[config.mk]
export PLATFORM = sky130hd
export DESIGN_NAME = uart_tx
export DESIGN_NICKNAME = d
export VERILOG_FILES = /design/src/rtl/uart_pkg.sv /design/src/rtl/uart_baud_tick.sv /design/src/rtl/uart_tx.sv
export SDC_FILE = /design/constraint.sdc
export NUM_CORES = 1
export LEC_CHECK = 0
export ABC_AREA = 1
export BUFFER_PORTS_ARGS = -buffer_cell sky130_fd_sc_hd__buf_2
export CAP_MARGIN = 25
export CORE_MARGIN = 1
export CORE_UTILIZATION = 30
export DETAILED_ROUTE_END_ITERATION = 8
export GPL_TIMING_DRIVEN = 0
export RECOVER_POWER = 100
export SYNTH_ARGS = -nofsm -noshare
export SYNTH_HDL_FRONTEND = slang
export SYNTH_SLANG_ARGS = --single-unit
[constraint.sdc]
create_clock -name clk -period 1.7 [get_ports clk]
set_input_delay 0.17 -clock clk [delete_from_list [all_inputs] [get_ports clk]]
set_output_delay 0.17 -clock clk [all_outputs]
set_load 0.02 [all_outputs]
[src/rtl/uart_pkg.sv]
// Shared UART definitions used by both the transmit and receive paths.
// Holds the frame FSM encoding and the default line timing.
package uart_pkg;

  typedef enum logic [1:0] {
    IDLE  = 2'd0,
    START = 2'd1,
    DATA  = 2'd2,
    STOP  = 2'd3
  } uart_state_t;

  // 50 MHz system clock at 115200 baud
  localparam int CLKS_PER_BIT_DEF = 434;
  localparam int DATA_BITS_DEF    = 8;

endpackage

[src/rtl/uart_baud_tick.sv]
// Bit-period timer: counts 0..CLKS_PER_BIT-1 and flags the last cycle of each period.
// The clear input restarts the period so a new bit always starts at count 0.
module uart_baud_tick #(
  parameter int CLKS_PER_BIT = 434
) (
  input  logic clk,
  input  logic rst,
  input  logic clear,
  output logic tick
);

  localparam int CNT_W = $clog2(CLKS_PER_BIT);
  localparam logic [CNT_W-1:0] LAST = CNT_W'(CLKS_PER_BIT - 1);

  logic [CNT_W-1:0] cnt_reg;

  always_ff @(posedge clk) begin
    if (rst || clear) begin
      cnt_reg <= '0;
    end else if (cnt_reg == LAST) begin
      cnt_reg <= '0;
    end else begin
      cnt_reg <= cnt_reg + 1'b1;
    end
  end

  assign tick = (cnt_reg == LAST);

endmodule

[src/rtl/uart_tx.sv]
// UART transmitter: one byte per valid/ready handshake, sent as start, data (LSB first), stop.
// All outputs are registered and loaded from the next-state values, so they change on the FSM edge.
module uart_tx
  import uart_pkg::*;
#(
  parameter int CLKS_PER_BIT = CLKS_PER_BIT_DEF,
  parameter int DATA_BITS    = DATA_BITS_DEF,
  parameter int STOP_BITS    = 1
) (
  input  logic                 clk,
  input  logic                 rst,
  input  logic [DATA_BITS-1:0] i_tx_d,
  input  logic                 i_tx_valid,
  output logic                 o_tx_ready,
  output logic                 o_tx,
  output logic                 o_tx_busy,
  output logic                 o_tx_done
);

  localparam int BIT_W = $clog2(DATA_BITS);
  localparam logic [BIT_W-1:0] BIT_LAST  = BIT_W'(DATA_BITS - 1);
  localparam logic             STOP_LAST = 1'(STOP_BITS - 1);

  uart_state_t          state_reg, state_next;
  logic [DATA_BITS-1:0] shift_reg, shift_next;
  logic [BIT_W-1:0]     bit_reg, bit_next;
  logic                 stop_reg, stop_next;
  logic                 tx_reg, tx_next;
  logic                 ready_reg, busy_reg, done_reg, done_next;
  logic                 baud_clear, baud_tick;

  // Held clear while idle so the first start-bit cycle is always count 0
  assign baud_clear = (state_reg == IDLE) || (state_next != state_reg);

  uart_baud_tick #(
    .CLKS_PER_BIT(CLKS_PER_BIT)
  ) u_baud (
    .clk  (clk),
    .rst  (rst),
    .clear(baud_clear),
    .tick (baud_tick)
  );

  always_comb begin
    state_next = state_reg;
    shift_next = shift_reg;
    bit_next   = bit_reg;
    stop_next  = stop_reg;
    case (state_reg)
      IDLE: begin
        if (i_tx_valid) begin
          state_next = START;
          shift_next = i_tx_d;
          bit_next   = '0;
          stop_next  = 1'b0;
        end
      end
      START: begin
        if (baud_tick) state_next = DATA;
      end
      DATA: begin
        if (baud_tick) begin
          shift_next = shift_reg >> 1;
          if (bit_reg == BIT_LAST) begin
            bit_next   = '0;
            state_next = STOP;
          end else begin
            bit_next = bit_reg + 1'b1;
          end
        end
      end
      STOP: begin
        if (baud_tick) begin
          if (stop_reg == STOP_LAST) begin
            stop_next  = 1'b0;
            state_next = IDLE;
          end else begin
            stop_next = stop_reg + 1'b1;
          end
        end
      end
      default: state_next = IDLE;
    endcase
  end

  // Line level follows the state being entered, giving a registered o_tx with no extra latency
  always_comb begin
    tx_next = 1'b1;
    case (state_next)
      START:   tx_next = 1'b0;
      DATA:    tx_next = shift_next[0];
      default: tx_next = 1'b1;
    endcase
  end

  assign done_next = (state_reg == STOP) && (state_next == IDLE);

  always_ff @(posedge clk) begin
    if (rst) begin
      state_reg <= IDLE;
      shift_reg <= '0;
      bit_reg   <= '0;
      stop_reg  <= 1'b0;
      tx_reg    <= 1'b1;
      ready_reg <= 1'b1;
      busy_reg  <= 1'b0;
      done_reg  <= 1'b0;
    end else begin
      state_reg <= state_next;
      shift_reg <= shift_next;
      bit_reg   <= bit_next;
      stop_reg  <= stop_next;
      tx_reg    <= tx_next;
      ready_reg <= (state_next == IDLE);
      busy_reg  <= (state_next != IDLE);
      done_reg  <= done_next;
    end
  end

  assign o_tx       = tx_reg;
  assign o_tx_ready = ready_reg;
  assign o_tx_busy  = busy_reg;
  assign o_tx_done  = done_reg;

endmodule

==> metrics.txt <==
syn_nets about 180; DR iter-0 viols 38; Initial Utilization 0.318; die width roughly 65 um; period utilization 0.895; Post-synth EDFFs 0; Die Y 65.0 um; total global routing overflow 0; Worst Hold Class primary input to register; port buffer count 14; DP Wirelength between 1 and 1.5 mm; Final Slew Violations 0; Total Wirelength around 2.1 mm; CTS root buf clkbuf_8; First-pass DRT Iterations 4; CTS max path bufs 2; Max Cap Violations 0; Hold Fails Final Rpt 0; H-tree depth 1; worst slew pin tran roughly 0.48 ns; Fillers 434; clk_lat worst skew about 0.27 ns; commonest non-fill, non-tap cell in the layout nor2_1; critical path's top delay family simple AND/OR/NAND/NOR gates; LEAKAGE a little over 0.6 nW; RSZ-0062 raised after global routing false; GRT Total Usage 0.116; routed length per instance just under 9 um; CTS tree done; Slowest-stage cell, CP dfxtp_4; Antenna diodes 0; Async SR Flop Fraction 0; via density per instance between 4 and 5; post-synth cell types 23; critical-path cell list ha_4 -> nand2_2 -> nor2_4 -> nand3_4 -> clkinv_4 -> nand2_2 -> nand2_2 -> nand2_2 -> ha_1 -> inv_1 -> nor2_1 -> nand2_1; Worst VDD drop between 0.0003 and 0.0004 V; first-pass GRT wire length roughly 3.7 mm; area of the multi-input gates about 590 um2; Slew HR 0.683; DRT antenna net count 0; Mapped Area 1190 um2; vias 958; most frequently used flop master after synthesis dfxtp_1; Reg clk slew, reported paths around 0.09 ns; # nets final 203; status complete, no violations; syn_area_per_cell 7.39 um2; Top-Level Pins 15; pin count of the biggest net entering global routing 16; CP endpoint kind register; # DRC 0; final core occ 0.387; minimum clock period between 1.5 and 2 ns; cells after synthesis roughly 160; Clock Sinks 26; Req. time, crit path around 1.9 ns; Seq/Total Area, Yosys 0.437; Final Total Pwr approximately 1.3 mW; layout cells sized above 1 0.200; via count of the first global-routing pass a little under 900; max incr delay on CP about 0.38 ns; PD cells slightly below 900 nW/um2; highest clock rate 657 MHz; final setup fails 0; DIE AREA roughly 4200 um2; CP Buf/Inv Count 2; most used cell, CP nand2_2; WP data arrival between 1.5 and 2 ns; max FFs per register 9; Final GP Congestion approximately 0.75; core area approximately 3700 um2; FF/Latch Area roughly 530 um2; # rows 22; hold-fix buffers at CTS 0; initial antenna violation count 0; Syn-to-layout area delta 21.9%; Startpoint Class register; synthesized flop and latch total 26; Ys Warns 0; most frequent cells in the layout nor2_1 (34), nand2_1 (33), dfxtp_1 (24); cts bufs inserted 3; kind of critical path register to register; Worst Skew 0.00882 ns; worst-path fanout max 4
-- cells in the mapped netlist, types with 2 or more instances --
library cell | count | share of area
nand2_1 | 35 | 0.11
nor2_1 | 34 | 0.11
dfxtp_1 | 26 | 0.44
inv_1 | 20 | 0.063
a21oi_1 | 6 | 0.025
ha_1 | 6 | 0.063
nand3_1 | 6 | 0.025
o21ai_0 | 5 | 0.021
nand2_2 | 3 | 0.016
xor2_1 | 3 | 0.022
nand4_1 | 2 | 0.011
nor2_2 | 2 | 0.011
nor3_1 | 2 | 0.0084
or2_2 | 2 | 0.011
-- routing by layer --
metal	routed length, um	up-vias	GRT usage
met5	0	-	0
met4	57	0	0.0750
met3	59	4	0.0158
met2	827	15	0.168
met1	1140	395	0.159
li1	-	544	-
-- stage by stage --
step | TNS [ns] | std cells | hold slack (ns) | cell area (um2) | setup slack [ns]
after detailed placement | -0.266 | 223 | 0.431 | 1320 | -0.152
after floorplan | 0 | 161 | 0.239 | 1190 | 0.0215
after CTS | 0 | 228 | 0.127 | 1410 | 0.0300
final | 0 | 233 | 0.140 | 1450 | 0.179
after global routing | 0 | 233 | 0.149 | 1450 | 0.0168
after global placement | -0.256 | 223 | 0.425 | 1320 | -0.143
-- worst min-delay path, delay by kind of cell --
kind | cells | cell delay (ns)
compound gates | 1 | 0.06
buf+inv | 1 | 0.09
simple gates | 1 | 0.05
-- cells by family after synthesis --
group,count (synthesis),share of synthesized area
DFF,26,0.437
and+or+nand+nor,90,0.341
adders and majority gates,6,0.0631
AOI/OAI and AO/OA,12,0.0515
xor gates and xnor gates,4,0.0294
buffers and inverters,23,0.0778
-- power breakdown --
| group | switching, mW | total [mW] | leakage [nW] | internal, mW |
|---|---|---|---|---|
| Combinational | 0.0750 | 0.125 | 0.372 | 0.0495 |
| Clock | 0.194 | 0.509 | 0.0357 | 0.315 |
| Sequential | 0.00928 | 0.640 | 0.213 | 0.631 |
| Total | 0.278 | 1.27 | 0.621 | 0.996 |
-- cell type report --
cell class	count	area share
clock buffers	3	0.0285
flip-flops and latches	26	0.362
well taps	48	0.0414
multi-input cells	112	0.410
plain buffers	1	0.00259
repair buffers	20	0.0733
inverters	22	0.0613
clock inverters	1	0.0207
-- worst paths after layout --
check        cells past startpoint              start  slack [ns]                 to
min                              3          i_tx_d[7]        0.14       shift_reg[7]
min reg2reg                      1  u_baud.cnt_reg[0]        0.45  u_baud.cnt_reg[0]
max                             12  u_baud.cnt_reg[0]        0.18               o_tx
max reg2reg                     12  u_baud.cnt_reg[0]        0.18               o_tx
-- timing repair --
item	CTS	global route
pin swaps	0	4
setup endpoints to repair	4	4
resized for setup	2	9
buffers inserted	1	5
endpoints found under the hold margin	0	0
Power figures use the tool's default switching activity.
